===== src/rtl/hazard_unit_pkg.sv =====
// Shared definitions for the pipeline hazard controller.
//   REG_W           : register-address width (5 bits, x0..x31)
//   RESULT_SRC_MEM  : ResultSrc encoding for "result comes from data memory"
//   fwd_sel_t       : ALU operand forward select
//   raw_match       : read-after-write comparison with x0 excluded
//   fwd_select      : per-operand forward select, Memory beats Writeback
package hazard_unit_pkg;

    localparam int REG_W = 5;

    localparam logic [1:0] RESULT_SRC_MEM = 2'b01;

    typedef enum logic [1:0] {
        FWD_REG = 2'b00,
        FWD_W   = 2'b01,
        FWD_M   = 2'b10
    } fwd_sel_t;

    // x0 is hard-wired zero, so a producer writing x0 never creates a hazard.
    function automatic logic raw_match(
        input logic [REG_W-1:0] rs,
        input logic [REG_W-1:0] rd,
        input logic             wr
    );
        return wr && (rd != '0) && (rs == rd);
    endfunction

    // The Memory-stage producer is younger than the Writeback one, so it wins.
    function automatic fwd_sel_t fwd_select(
        input logic [REG_W-1:0] rs,
        input logic [REG_W-1:0] rd_m,
        input logic             wr_m,
        input logic [REG_W-1:0] rd_w,
        input logic             wr_w
    );
        if (raw_match(rs, rd_m, wr_m)) begin
            return FWD_M;
        end
        if (raw_match(rs, rd_w, wr_w)) begin
            return FWD_W;
        end
        return FWD_REG;
    endfunction

endpackage


===== src/rtl/sat_counter.sv =====
// Saturating up-counter for performance debug.
//   clk   : clock, counts on rising edge
//   reset : asynchronous active-high reset, clears the count
//   inc   : add one this cycle (ignored once the count is all-ones)
//   count : current count
module sat_counter #(
    parameter int WIDTH = 16
) (
    input  logic             clk,
    input  logic             reset,
    input  logic             inc,
    output logic [WIDTH-1:0] count
);

    localparam logic [WIDTH-1:0] ONE = {{(WIDTH-1){1'b0}}, 1'b1};

    logic [WIDTH-1:0] count_reg;

    always_ff @(posedge clk or posedge reset) begin
        if (reset) begin
            count_reg <= '0;
        end else if (inc && (count_reg != '1)) begin
            count_reg <= count_reg + ONE;
        end
    end

    assign count = count_reg;

endmodule


===== src/rtl/hazard_unit.sv =====
// Pipeline hazard controller for the five-stage core.
// Tracks the destination registers of the instructions now in Memory and
// Writeback (shadow pipeline fed from the Execute bundle), and from those
// drives ALU forwarding selects plus stall/flush of the Fetch, Decode and
// Execute pipeline registers. Stall and redirect cycles are counted.
//
// Build option HAZARD_FORWARDING_EN:
//   defined   : forwarding from M/W, stall only on load-use (one cycle)
//   undefined : no forwarding (selects tied to 00); Decode stalls on any RAW
//               against Execute or Memory producers until the producer
//               reaches Writeback (up to two cycles)
//
// Ports:
//   clk, reset            : clock, asynchronous active-high reset
//   Rs1_D, Rs2_D          : Decode source registers
//   Rs1_E, Rs2_E, Rd_E    : Execute source/destination registers
//   RegWrite_E            : Execute instruction writes the register file
//   ResultSrc_E           : Execute result source (01 = load)
//   PCSrc_E               : taken branch/jump resolved in Execute
//   ForwardA_E/ForwardB_E : ALU operand selects (00 reg, 01 W, 10 M)
//   Stall_F, Stall_D      : hold PC / Fetch->Decode register
//   Flush_D, Flush_E      : bubble Fetch->Decode / Decode->Execute register
//   StallCount            : saturating count of Stall_D cycles
//   FlushCount            : saturating count of PCSrc_E cycles
import hazard_unit_pkg::*;

module hazard_unit #(
    parameter int CNT_W = 16
) (
    input  logic             clk,
    input  logic             reset,
    input  logic [REG_W-1:0] Rs1_D,
    input  logic [REG_W-1:0] Rs2_D,
    input  logic [REG_W-1:0] Rs1_E,
    input  logic [REG_W-1:0] Rs2_E,
    input  logic [REG_W-1:0] Rd_E,
    input  logic             RegWrite_E,
    input  logic [1:0]       ResultSrc_E,
    input  logic             PCSrc_E,
    output logic [1:0]       ForwardA_E,
    output logic [1:0]       ForwardB_E,
    output logic             Stall_F,
    output logic             Stall_D,
    output logic             Flush_D,
    output logic             Flush_E,
    output logic [CNT_W-1:0] StallCount,
    output logic [CNT_W-1:0] FlushCount
);

    // Shadow pipeline. It advances every cycle even while Decode stalls,
    // because a stall inserts a bubble into Execute rather than holding it.
    logic [REG_W-1:0] rd_m_reg;
    logic [REG_W-1:0] rd_w_reg;
    logic             reg_write_m_reg;
    logic             reg_write_w_reg;

    always_ff @(posedge clk or posedge reset) begin
        if (reset) begin
            rd_m_reg        <= '0;
            rd_w_reg        <= '0;
            reg_write_m_reg <= 1'b0;
            reg_write_w_reg <= 1'b0;
        end else begin
            rd_m_reg        <= Rd_E;
            reg_write_m_reg <= RegWrite_E;
            rd_w_reg        <= rd_m_reg;
            reg_write_w_reg <= reg_write_m_reg;
        end
    end

    // Per-source RAW detection for the instruction in Decode.
    logic [REG_W-1:0] rs_d [2];
    logic [1:0]       hit_e;
`ifndef HAZARD_FORWARDING_EN
    logic [1:0]       hit_m;
`endif

    assign rs_d[0] = Rs1_D;
    assign rs_d[1] = Rs2_D;

    genvar gi;
    generate
        for (gi = 0; gi < 2; gi++) begin : g_src
            assign hit_e[gi] = raw_match(rs_d[gi], Rd_E, RegWrite_E);
`ifndef HAZARD_FORWARDING_EN
            assign hit_m[gi] = raw_match(rs_d[gi], rd_m_reg, reg_write_m_reg);
`endif
        end
    endgenerate

    fwd_sel_t fwd_a;
    fwd_sel_t fwd_b;
    logic     hazard;

`ifdef HAZARD_FORWARDING_EN
    assign fwd_a  = fwd_select(Rs1_E, rd_m_reg, reg_write_m_reg, rd_w_reg, reg_write_w_reg);
    assign fwd_b  = fwd_select(Rs2_E, rd_m_reg, reg_write_m_reg, rd_w_reg, reg_write_w_reg);
    // Only a load cannot be forwarded in time; everything else comes from M/W.
    assign hazard = (ResultSrc_E == RESULT_SRC_MEM) && (|hit_e);
`else
    assign fwd_a  = FWD_REG;
    assign fwd_b  = FWD_REG;
    // Without forwarding, Decode waits until the producer reaches Writeback;
    // the register file writes on the falling edge, so W needs no stall.
    assign hazard = (|hit_e) || (|hit_m);

    // Execute sources, result source and the Writeback shadow only matter
    // for forwarding; fold them into one sink so they are visibly unused.
    logic unused_fwd_only;
    assign unused_fwd_only = ^{Rs1_E, Rs2_E, ResultSrc_E, rd_w_reg, reg_write_w_reg};
`endif

    // A redirect kills the Decode instruction, so there is nothing to hold.
    logic stall;
    assign stall = hazard && !PCSrc_E;

    // Control outputs are held low for the whole time reset is asserted.
    assign ForwardA_E = reset ? FWD_REG : fwd_a;
    assign ForwardB_E = reset ? FWD_REG : fwd_b;
    assign Stall_F    = !reset && stall;
    assign Stall_D    = !reset && stall;
    assign Flush_D    = !reset && PCSrc_E;
    assign Flush_E    = !reset && (hazard || PCSrc_E);

    sat_counter #(
        .WIDTH(CNT_W)
    ) u_stall_cnt (
        .clk   (clk),
        .reset (reset),
        .inc   (Stall_D),
        .count (StallCount)
    );

    sat_counter #(
        .WIDTH(CNT_W)
    ) u_flush_cnt (
        .clk   (clk),
        .reset (reset),
        .inc   (PCSrc_E),
        .count (FlushCount)
    );

endmodule


===== config.mk =====
export PLATFORM = sky130hd
export DESIGN_NAME = hazard_unit
export DESIGN_NICKNAME = d
export VERILOG_FILES = /design/src/rtl/hazard_unit_pkg.sv /design/src/rtl/sat_counter.sv /design/src/rtl/hazard_unit.sv
export SDC_FILE = /design/constraint.sdc
export NUM_CORES = 1
export LEC_CHECK = 0
export ABC_AREA = 1
export BUFFER_PORTS_ARGS = -buffer_cell sky130_fd_sc_hd__buf_4
export CAP_MARGIN = 20
export CORE_MARGIN = 4
export CORE_UTILIZATION = 59
export CTS_BUF_LIST = sky130_fd_sc_hd__clkbuf_2
export DETAILED_ROUTE_END_ITERATION = 7
export PLACE_DENSITY = 0.95
export SLEW_MARGIN = 20
export SYNTH_ARGS = -nofsm -noshare
export SYNTH_HDL_FRONTEND = slang
export SYNTH_HIERARCHICAL = 1
export SYNTH_SLANG_ARGS = --single-unit

===== constraint.sdc =====
create_clock -name clk -period 4.2 [get_ports clk]
set_input_delay 0.63 -clock clk [delete_from_list [all_inputs] [get_ports clk]]
set_output_delay 0.63 -clock clk [all_outputs]
set_load 0.005 [all_outputs]

==> results.txt, run 1 <==
The final cell utilization of the core is 0.721. The flow ran to the end, and the final reports show no timing, DRC or antenna violations. The launching point of the worst reg2reg path is rd_m_reg[4]$_DFF_PP0_. The number of H-tree branching levels came out at 2. The clock root buffer master is sky130_fd_sc_hd__clkbuf_2. The type of the tightest min-delay check is in -> async. The repair_antennas step left the layout with diodes totalling 0.

After detailed routing, the average wire length per cell comes to ~12 microns. IR analysis of the VDD net gives a maximum drop of about 0.26 mV. After legalization and detailed placement, the total HPWL measured between 4000 and 5000 microns. The post-detailed-route count of antenna-violating nets is 0. In this run the post-CTS setup repair buffer count came out at 0.

From left edge to right edge, the die measures roughly 76 microns. The number of rows created at floorplan is 24. The final RePlAce weighted congestion is around 0.88. Summed over all instances, the cell type with the most area after synthesis is sky130_fd_sc_hd__dfrtp_1.

The number of antenna violations at the first check in global routing is 0. The number of filler cells placed in the layout is between 300 and 400. The setup total negative slack is 0 ps. The data arrival at the endpoint of the critical path came out at about 1700 ps. For this run the aggregate overflow at the end of global routing stands at 0. After clock tree synthesis, the flow added hold-fix buffers numbering 0. The endpoint identified for the worst register-to-register timing path is u_stall_cnt/count[4]$_DFFE_PP0P_.

For this block, the initial DRC count from the detailed router was between 100 and 150. The ratio of cells with drive above 1 in the final layout is 0.227. Leaving out fill and tap cells, the most frequent cell in the layout is sky130_fd_sc_hd__nand2_1. The I/O pin total came out at a little over 70. The number of nets in the layout is 500. The count of pins over their slew limit was 0.

The number of input and output port buffers inserted came out at between 50 and 60. The final-report hold violation count is 0. The area growth from synthesis to final layout is 16.2%.

Setup repair after global routing left no endpoint under its margin. The clock-pin slew on the worst setup and hold paths is roughly 180 ps. Counting along the longest clock path gives a buffer depth of 2.

The via count normalized by instance count came out at between 5 and 6. The fraction of synthesized cell area taken by the top area cell type is 0.347. The placeable core region is 4410 sq um. The placed cell area came out at between 3000 and 4000 sq um. The static leakage is about 1.6 nW. The worst hold slack after final layout is ~190 ps. The first-pass iteration count of the detailed router came out at 4. Sorting the synthesized cells by area gives the leading types as sky130_fd_sc_hd__dfrtp_1 35%, sky130_fd_sc_hd__nand2_1 23%, sky130_fd_sc_hd__inv_1 6.7%.

The die footprint came out at 5800 sq um. By startpoint and endpoint, the worst setup path is classified as reg -> out. The die height came out at about 76 microns. The flip-flop and latch count after synthesis came out at 38. Of the synthesized area, sequential elements account for 0.347. The via total after detailed routing is around 2700. Entering global routing, the biggest net connects 17 pins. The detailed-route wire length is 6400 microns. The upper clock frequency limit is 422 MHz. The total power after layout is between 1 and 1.5 mW. The cell area power density is between 300 and 400 nW/um^2. The synthesized netlist occupies a cell area of approximately 2700 sq um. The synthesized instance count came out at 410. Across the run, the number of max-cap violations was 0.

The latest clock arrival within the worst-skew pair is between 300 and 400 ps. For the worst setup path, the data required time is 3570 ps. Headroom to the max-slew limit came out at 0.579.

The number of global-route vias before repair came out at roughly 2500. STA classifies the critical path endpoint as an output port. The summed area of non-filler cells in the final layout is between 3000 and 4000 sq um. Between clock sinks in the finished design, the worst skew comes to 21.5 ps. The all-layer global routing usage came out at 0.228. The worst reg2reg path depth came out at 14. Setup violations remaining at the end of the flow were counted as 0.

The number of clock buffers inserted by TritonCTS is 5. The critical-path maximum fanout is 4. The ratio of final minimum period to clock period came out at 0.564.

The count of different cell masters after synthesis came out at 20. The mean area per synthesized cell came out at roughly 6.7 sq um. The worst-case register-to-register setup slack came out at between 2000 and 2500 ps. The launching element type of the critical path is a flip-flop. The total clock sinks is 38. The transition time at the pin with the least slew margin is between 600 and 700 ps.

The number of warnings reported in the yosys synthesis log is 6. The total of cells resized after clock tree synthesis came out at 0. The top cell types in the final layout, fill and taps aside, are 168 x sky130_fd_sc_hd__nand2_1, 54 x sky130_fd_sc_hd__buf_4, 49 x sky130_fd_sc_hd__inv_1. TritonCTS built the clock tree.

The remaining routing DRC violations is 0. The final period demand of the worst path is approximately 2400 ps. The initial utilization of the core area, before any placement, comes to 0.621. The first global-routing pass estimated roughly 11000 microns of wire.
-- metrics by stage --
| step | setup WS [ps] | std cells |
|---|---|---|
| finish | 1830 | 518 |
| floorplan | 2160 | 413 |
| global placement | 1880 | 512 |
| CTS | 1800 | 518 |
| detailed placement | 1830 | 512 |
| global route | 1560 | 518 |
-- synthesized netlist by cell type, drive strengths merged --
master  count
nand3      23
nor2       54
nand2     181
ha          2
nand3b      4
dfrtp      38
buf         7
xnor2       8
nand4      11
inv        54
o21ai      22
xor2        5
conb        1
-- critical path: stages (launching register included) --
cell,delay (ps)
sky130_fd_sc_hd__dfrtp_1,430
sky130_fd_sc_hd__inv_1,70
sky130_fd_sc_hd__nand2_1,60
sky130_fd_sc_hd__nand2_1,50
sky130_fd_sc_hd__nor2_1,90
sky130_fd_sc_hd__nand3_1,80
sky130_fd_sc_hd__nand2_1,60
sky130_fd_sc_hd__nand2_1,50
sky130_fd_sc_hd__nand2_1,70
sky130_fd_sc_hd__nand2_2,60
sky130_fd_sc_hd__nor2_2,190
sky130_fd_sc_hd__buf_4,150
-- power breakdown --
part	total, mW	leakage (nW)	internal (mW)	switching, mW
Combinational	0.388	1.14	0.185	0.202
Clock	0.149	0.0223	0.0331	0.115
Sequential	0.528	0.477	0.431	0.0973
Total	1.06	1.64	0.649	0.415
-- how the worst max path moves through the flow --
stage                     startpoint                                end  slack [ps]  cells after the start
2_1_floorplan               Rs2_D[1]                            Stall_F        2160                     11
3_3_place_gp                Rs2_D[0]   u_stall_cnt/count[7]$_DFFE_PP0P_        1880                     13
5_1_grt        rd_m_reg[1]$_DFF_PP0_                            Stall_D        1560                     11
6_report       rd_m_reg[4]$_DFF_PP0_                            Stall_D        1830                     11
4_1_cts        rd_m_reg[4]$_DFF_PP0_                            Stall_F        1800                     11
3_5_place_dp                 Rd_E[0]  u_stall_cnt/count[11]$_DFFE_PP0P_        1830                     15
-- logic make-up (layout without fill, tap and decap cells) --
kind of cell	count (synthesis)	count (layout)	share of synthesized area
xor+xnor	13	13	0.0416
simple gates	273	273	0.446
flops	38	38	0.347
other cells	1	4	0.00137
compound gates	22	22	0.0566
fa+ha+maj	2	2	0.00913
buf+inv	61	114	0.0986
-- area by class of cell --
type                    count  area, sq um  share of cell area
repair buffers             54          405               0.127
clock buffers               5         25.0             0.00786
multi-input cells         314         1530               0.481
flip-flops and latches     38          951               0.299
inverters                  54          203              0.0637
clock inverters             1         3.75             0.00118
well taps                  52         65.1              0.0204
-- routing by layer --
| metal | vias up | GRT usage | wire (microns) |
|---|---|---|---|
| met5 | - | 0 | 0 |
| met4 | 0 | 0.0752 | 80 |
| met3 | 8 | 0.0544 | 342 |
| met2 | 71 | 0.395 | 3240 |
| met1 | 1232 | 0.277 | 2740 |
| li1 | 1364 | - | - |
No activity file was read; power rests on OpenSTA's default activity.
==> run 2: changes to the inputs <==
--- a/config.mk
+++ b/config.mk
@@ -9,10 +9,10 @@
 export BUFFER_PORTS_ARGS = -buffer_cell sky130_fd_sc_hd__buf_4
 export CAP_MARGIN = 20
 export CORE_MARGIN = 4
-export CORE_UTILIZATION = 59
+export CORE_UTILIZATION = 55
 export CTS_BUF_LIST = sky130_fd_sc_hd__clkbuf_2
 export DETAILED_ROUTE_END_ITERATION = 7
-export PLACE_DENSITY = 0.95
+export PLACE_DENSITY = 0.94
 export SLEW_MARGIN = 20
 export SYNTH_ARGS = -nofsm -noshare
 export SYNTH_HDL_FRONTEND = slang
==> constraint.sdc (replaced) <==
create_clock -name clk -period 2.2 [get_ports clk]
set_input_delay 0.33 -clock clk [delete_from_list [all_inputs] [get_ports clk]]
set_output_delay 0.33 -clock clk [all_outputs]
set_load 0.005 [all_outputs]
==> run 2 against run 1 <==
  * Die area is 6.5% higher
  * Hold slack got worse by 130 ps
  * Combinational power increased by 93%
  * Count of clock-buffer cells in the layout did not move
  * Critical endpoint is now Flush_E
  * Largest cell class unchanged
  * Largest power group unchanged
==> results.txt, run 2 (synthesized netlist as in run 1, its figures left out) <==
The proportion of total power due to net switching is 0.391 (was 0.390). The relative contribution of combinational cells to total power came out at 0.366 (was 0.364). The die height came out at 78.6 microns (was 76.2 microns). The die footprint was 6180 sq um (was 5800 sq um). The final-report hold violation count came out at 0 (unchanged). The detailed-route wire length came to 6470 microns (was 6400 microns).

The final RePlAce weighted congestion came out at 0.848 (was 0.877). The ratio of cells with drive above 1 in the final layout came out at 0.236 (was 0.227). The number of violations of the max-capacitance limit is 0 (unchanged). The post-DP HPWL is 4970 microns (was 4990 microns). The ratio of final minimum period to clock period is 0.943.

The TritonCTS clock tree is done (unchanged). The most common cell after layout, fill and taps aside is sky130_fd_sc_hd__nand2_1 (unchanged). The antenna diode instance count is 0 (unchanged). The path with the worst hold slack has its endpoint at reg_write_m_reg$_DFF_PP0_. The first-pass iteration count of the detailed router is 7 (was 4). The number of filler cells placed in the layout came out at 427 (was 347).

The launching point of the worst reg2reg path is rd_m_reg[0]$_DFF_PP0_ (was rd_m_reg[4]$_DFF_PP0_). The latest clock arrival within the worst-skew pair is 390 ps (was 380 ps). The clock network fraction of design power came out at 0.142 (was 0.140). The number of nets in the layout is 505 (was 500). The placeable core region came to 4790 sq um (was 4410 sq um). The via count normalized by instance count is 5.16 (about the same). Highest-count cells in the layout ignoring fill and taps: 168 x sky130_fd_sc_hd__nand2_1, 57 x sky130_fd_sc_hd__buf_4, 48 x sky130_fd_sc_hd__inv_1 (was 168 x sky130_fd_sc_hd__nand2_1, 54 x sky130_fd_sc_hd__buf_4, 49 x sky130_fd_sc_hd__inv_1). The clock root buffer master is sky130_fd_sc_hd__clkbuf_2 (unchanged). The cell area power density came to 629 nW/um^2 (was 334 nW/um^2). The initial core utilization came out at 0.573 (was 0.621). The count of pins over their slew limit is 0 (unchanged). The I/O pin total came out at 71 (unchanged). The final period demand of the worst path came out at slightly above 2000 ps.

The worst-case register-to-register setup slack came out at 290 ps (was 2120 ps). The total clock sinks is 38 (unchanged). The launching element type of the critical path is a flip-flop (unchanged). The endpoint of the worst-slack reg-to-reg timing path is u_stall_cnt/count[4]$_DFFE_PP0P_ (unchanged).

The type of the tightest min-delay check is in -> reg (was in -> async). The final number of setup-violating endpoints is 0 (unchanged). The post-detailed-route count of antenna-violating nets is 0 (unchanged).

The number of global-route vias before repair came to 2622 (was 2529). The pin count of the biggest net entering global routing came to 17 (unchanged). The register share of total power is 0.492 (was 0.496).

The floorplan die width is 78.6 microns (was 76.2 microns). The number of H-tree branching levels is 2 (unchanged). The wire length per cell after detailed routing came out at 12.0 microns (was 12.3 microns).

The transition time at the pin with the least slew margin was 664 ps (was 631 ps). The data arrival at the endpoint of the critical path is 1740 ps (about the same). The static leakage came out at 1.66 nW (was 1.64 nW). The buffer depth of the longest clock path is 2 (unchanged). The startpoint identified for the worst hold timing path is RegWrite_E. The setup total negative slack came to 0 ps (unchanged). The critical-path maximum fanout is 3 (was 4).

The hold-critical path depth came out at 1. The relative max-transition margin came out at 0.557 (was 0.579). The via total after detailed routing was 2775 (was 2675).

The number of rows created at floorplan came to 25 (was 24). The internal power component came out at 1.25 mW (was 0.649 mW). The worst hold slack after final layout is 60.4 ps (was 188 ps). The number of input and output port buffers inserted was 54 (unchanged). The kind of end point of the critical path is an output port (unchanged). The required time at the worst-slack endpoint is 1870 ps (was 3570 ps). The area growth from synthesis to final layout came to 18.6% (was 16.2%). The overall overflow remaining after global route is 0 (unchanged). The remaining routing DRC violations is 0 (unchanged). The critical path launch point is rd_m_reg[2]$_DFF_PP0_ (was rd_m_reg[4]$_DFF_PP0_). The number of antenna violations at the first check in global routing came out at 0 (unchanged). The total net switching power came to 0.800 mW (was 0.415 mW). The global-route wire length before repair came out at 11100 microns (unchanged). RSZ-0062 raised after global routing: yes (was no). The total power after layout is 2.05 mW (was 1.06 mW). The worst reg2reg path depth came to 14 (unchanged). The all-layer global routing usage is 0.221 (was 0.228). The upper clock frequency limit came out at around 480 MHz. The clock skew came out at 27.3 ps (was 21.5 ps). The kind of critical path was reg -> out (unchanged). The multi-input gate area in the final layout is 1540 sq um (was 1530 sq um). The worst ir drop on vdd is 0.590 mV (was 0.264 mV).

The clock-pin slew on the worst setup and hold paths is 170 ps (was 180 ps). Status: complete, no violations (unchanged). The register area is 951 sq um (unchanged).

The violation count after the first detailed-route iteration is 117 (was 140). The number of clock buffers inserted by TritonCTS came out at 5 (unchanged).
run 2: routing by layer:
layer	track usage	up-vias	wire length (microns)
li1	-	1374	-
met1	0.273	1308	2750
met2	0.381	83	3290
met3	0.0459	10	345
met4	0.0787	0	85
met5	0	-	0
run 2: cell type report:
class / count / share of cell area
clock inverter: 1 / 0.00115
multi-input combinational: 314 / 0.472
tap: 67 / 0.0258
timing repair buffer: 59 / 0.138
clock buffer: 5 / 0.00770
sequential: 38 / 0.293
inverter: 54 / 0.0624
run 2: worst max-delay path, cell delays in order (launching register included):
cell and delay [ps]:
sky130_fd_sc_hd__dfrtp_1 440, sky130_fd_sc_hd__inv_1 100, sky130_fd_sc_hd__nand4_1 130, sky130_fd_sc_hd__o21ai_0 180
sky130_fd_sc_hd__inv_1 60, sky130_fd_sc_hd__nand2_1 60, sky130_fd_sc_hd__nand2_1 60, sky130_fd_sc_hd__nand2_2 80
sky130_fd_sc_hd__buf_4 110, sky130_fd_sc_hd__nand2_1 40, sky130_fd_sc_hd__buf_4 130
run 2: worst max-delay path by stage:
stage | to | slack [ps] | cells after the start
finish | Flush_E | 130 | 10
global route | Flush_E | -30 | 10
CTS | Stall_F | 70 | 12
detailed placement | u_stall_cnt/count[10]$_DFFE_PP0P_ | 220 | 13
global placement | u_stall_cnt/count[7]$_DFFE_PP0P_ | 320 | 13
floorplan | u_stall_cnt/count[13]$_DFFE_PP0P_ | 490 | 15
run 2: per-stage QoR:
step	cells	setup WS [ps]	util	area, sq um
floorplan	413	489	-	2750
global placement	529	317	0.666	3190
detailed placement	529	224	0.666	3190
CTS	536	70.6	0.674	3230
global route	538	-27.5	0.679	3250
finish	538	126	0.679	3250
run 2: timing repair:
action                                  CTS  global route
resized for setup                         0             3
endpoints found under the hold margin     6             0
hold buffers                              1             0
endpoints found under the setup margin    0             2
buffers inserted                          0             2
run 2: power groups by stage:
stage | Clock (mW) | Combinational, mW | Sequential, mW
floorplan | 0 | 0.440 | 0.992
global placement | 0 | 0.710 | 1.01
detailed placement | 0 | 0.748 | 1.02
CTS | 0.300 | 0.750 | 1.00
global route | 0.327 | 0.830 | 1.03
finish | 0.290 | 0.748 | 1.01
==> run 3: changes to the inputs <==
--- a/config.mk
+++ b/config.mk
@@ -9,10 +9,10 @@
 export BUFFER_PORTS_ARGS = -buffer_cell sky130_fd_sc_hd__buf_4
 export CAP_MARGIN = 20
 export CORE_MARGIN = 4
-export CORE_UTILIZATION = 55
+export CORE_UTILIZATION = 59
 export CTS_BUF_LIST = sky130_fd_sc_hd__clkbuf_2
 export DETAILED_ROUTE_END_ITERATION = 7
-export PLACE_DENSITY = 0.94
+export PLACE_DENSITY = 0.95
 export SLEW_MARGIN = 20
 export SYNTH_ARGS = -nofsm -noshare
 export SYNTH_HDL_FRONTEND = slang
==> constraint.sdc (replaced) <==
create_clock -name clk -period 2.6 [get_ports clk]
set_input_delay 0.39 -clock clk [delete_from_list [all_inputs] [get_ports clk]]
set_output_delay 0.39 -clock clk [all_outputs]
set_load 0.005 [all_outputs]
==> run 3 against run 2 <==
  * First-iteration DRC count is 9.4% higher
  * Total power down 14%
  * Die area decreased by 6.1%
  * Highest routed layer unchanged
==> results.txt, run 3 (synthesized netlist as in run 1, its figures left out) <==
Highest-count cells in the layout ignoring fill and taps: 168 x sky130_fd_sc_hd__nand2_1, 54 x sky130_fd_sc_hd__buf_4, 49 x sky130_fd_sc_hd__inv_1 (was 168 x sky130_fd_sc_hd__nand2_1, 57 x sky130_fd_sc_hd__buf_4, 48 x sky130_fd_sc_hd__inv_1). The final number of setup-violating endpoints came out at 0 (unchanged). The kind of end point of the critical path was an output port (unchanged). The worst-case register-to-register setup slack came to 540 ps (was 290 ps). The critical-path maximum fanout came out at 4 (was 3). The area growth from synthesis to final layout came to 16.9% (was 18.6%). The hold-critical path endpoint is reg_write_m_reg$_DFF_PP0_ (unchanged). Status: complete, no violations (unchanged). The count of pins over their slew limit came out at 0 (unchanged). The total of cells resized after clock tree synthesis is 0 (unchanged).

The post-detailed-route count of antenna-violating nets came out at 0 (unchanged). The clock-pin slew on the worst setup and hold paths is 200 ps (was 170 ps). The most used cell along the critical path was sky130_fd_sc_hd__nand2_1 (unchanged).

The number of antenna violations at the first check in global routing is 0 (unchanged). The worst path setup slack after routing came to 440 ps (was 126 ps). The worst ir drop on vdd came out at 0.381 mV (was 0.590 mV).

The transition time at the pin with the least slew margin came out at 644 ps (was 664 ps). The number of rows created at floorplan is 24 (was 25). The buffer depth of the longest clock path is 2 (unchanged). The data arrival at the endpoint of the critical path came out at 1770 ps (was 1740 ps). The summed area of non-filler cells in the final layout came to 3200 sq um (was 3250 sq um). The type of the tightest min-delay check is in -> reg (unchanged). The count of placed standard cells including taps came to 512 (was 529).

The kind of critical path is reg -> out (unchanged). The ratio of cells with drive above 1 in the final layout is 0.230 (was 0.236). The clock root buffer master is sky130_fd_sc_hd__clkbuf_2 (unchanged). The number of input and output port buffers inserted came out at 54 (unchanged). The via count normalized by instance count came out at 5.21 (was 5.16). The antenna diode instance count is 0 (unchanged). The required time at the worst-slack endpoint came to 2210 ps (was 1870 ps). The wire length per cell after detailed routing is 12.4 microns (was 12.0 microns).

The final-report hold violation count was 0 (unchanged). The number of nets in the layout was 501 (was 505). The placeable core region came out at 4410 sq um (was 4790 sq um). The I/O pin total is 71 (unchanged).

The clock network fraction of design power is 0.156 (was 0.142). The pin count of the biggest net entering global routing came out at 17 (unchanged). The worst hold slack after final layout came out at 80.0 ps (was 60.4 ps).

The number of standard cells in the final layout excluding fillers is 521 (was 538). The all-layer global routing usage came out at 0.228 (was 0.221). The placed cell area is 3150 sq um (was 3190 sq um). The die height is 76.2 microns (was 78.6 microns). The worst reg2reg path depth came to 12 (was 14). The final period demand of the worst path came out at around 2200 ps. The overall overflow remaining after global route is 0 (unchanged).

The detailed-route wire length came to 6480 microns (was 6470 microns). The static leakage came out at 1.65 nW (was 1.66 nW). The latest clock arrival within the worst-skew pair came out at 420 ps (was 390 ps). The clock skew is 31.8 ps (was 27.3 ps). The cell type of the slowest stage on the worst timing path is sky130_fd_sc_hd__dfrtp_1 (unchanged). The proportion of total power due to net switching came to 0.394 (was 0.391). The launching element type of the critical path is a flip-flop (unchanged).

The via total after detailed routing is 2716 (was 2775). The post-DP HPWL is 4970 microns (about the same). The violation count after the first detailed-route iteration came out at 128 (was 117).

The number of violations of the max-capacitance limit was 0 (unchanged). The launching point of the worst reg2reg path is rd_m_reg[0]$_DFF_PP0_ (unchanged). The most common cell after layout, fill and taps aside is sky130_fd_sc_hd__nand2_1 (unchanged). The total power after layout is 1.75 mW (was 2.05 mW).

The number of global-route vias before repair was 2639 (was 2622). The cell area power density came out at 548 nW/um^2 (was 629 nW/um^2). The initial core utilization came to 0.621 (was 0.573). The final RePlAce weighted congestion was 0.868 (was 0.848). The post-CTS setup repair buffer count is 0 (unchanged). The worst setup slack after placement came to 461 ps (was 224 ps).

The relative max-transition margin came out at 0.570 (was 0.557). The floorplan die width came out at 76.2 microns (was 78.6 microns). The final cell utilization of the core came out at 0.726 (was 0.679). The total clock sinks is 38 (unchanged). The startpoint of the worst hold path is RegWrite_E (unchanged). The TritonCTS clock tree was done (unchanged). The delay of the slowest critical-path stage was 450 ps (was 440 ps). The ratio of final minimum period to clock period came out at 0.831. Critical path, cell by cell: xor2_1 -> nor2_1 -> nand3_1 -> nand2_1 -> nand2_1 -> nand2_1 -> nand2_2 -> nor2_2 -> buf_4 (was inv_1 -> nand4_1 -> o21ai_0 -> inv_1 -> nand2_1 -> nand2_1 -> nand2_2 -> buf_4 -> nand2_1 -> buf_4).

The total net switching power is 0.691 mW (was 0.800 mW). The endpoint of the worst-slack reg-to-reg timing path is u_stall_cnt/count[5]$_DFFE_PP0P_ (was u_stall_cnt/count[4]$_DFFE_PP0P_). The register share of total power came out at 0.485 (was 0.492).

The remaining routing DRC violations is 0 (unchanged). The hold-critical path depth is 1 (unchanged). The upper clock frequency limit came out at approximately 460 MHz. The global-route wire length before repair came to 11100 microns (about the same).

RSZ-0062 raised after global routing: no (was yes). The number of H-tree branching levels was 2 (unchanged). The count of hold buffers inserted by post-cts repair is 1 (unchanged). The setup total negative slack is 0 ps (unchanged).

The first-pass iteration count of the detailed router is 4 (was 7). The internal power component is 1.06 mW (was 1.25 mW). The number of clock buffers inserted by TritonCTS is 5 (unchanged). The die footprint is 5800 sq um (was 6180 sq um). The relative contribution of combinational cells to total power came out at 0.358 (was 0.366).
[run 3: layout make-up]
cell class | instances | area (sq um)
multi-input cells | 314 | 1530
fillers | 344 | 1210
flip-flops and latches | 38 | 951
repair buffers | 55 | 415
inverters | 54 | 203
well taps | 52 | 65.1
clock buffers | 6 | 30.0
clock inverters | 2 | 8.76
[run 3: how the worst max path moves through the flow]
stage / end / depth (start not counted) / from / slack, ps
CTS: Stall_F / 9 / rd_m_reg[0]$_DFF_PP0_ / 420
floorplan: u_stall_cnt/count[13]$_DFFE_PP0P_ / 17 / Rs2_D[1] / 870
detailed placement: u_stall_cnt/count[7]$_DFFE_PP0P_ / 13 / Rs2_D[0] / 460
global route: Stall_D / 11 / rd_m_reg[0]$_DFF_PP0_ / 270
finish: Stall_D / 9 / rd_m_reg[0]$_DFF_PP0_ / 440
global placement: u_stall_cnt/count[7]$_DFFE_PP0P_ / 13 / Rs2_D[0] / 530
[run 3: power by group through the flow]
stage          Clock (mW)  Sequential [mW]  Combinational, mW
2_1_floorplan           0            0.839              0.372
3_3_place_gp            0            0.854              0.599
3_5_place_dp            0            0.861              0.630
4_1_cts             0.278            0.849              0.633
5_1_grt             0.310            0.872              0.695
6_report            0.274            0.852              0.629
[run 3: worst max-delay path: cells and delay by family, from the launching register on]
family	cells	cell delay (ps)
flops	1	450
buf+inv	1	150
simple gates	7	600
xor+xnor	1	170
[run 3: routing by layer]
metal | vias to the layer above | track usage | share of wire
li1 | 1371 | - | -
met1 | 1247 | 0.261 | 0.42
met2 | 81 | 0.392 | 0.50
met3 | 17 | 0.0662 | 0.064
met4 | 0 | 0.0997 | 0.021
met5 | - | 0 | 0
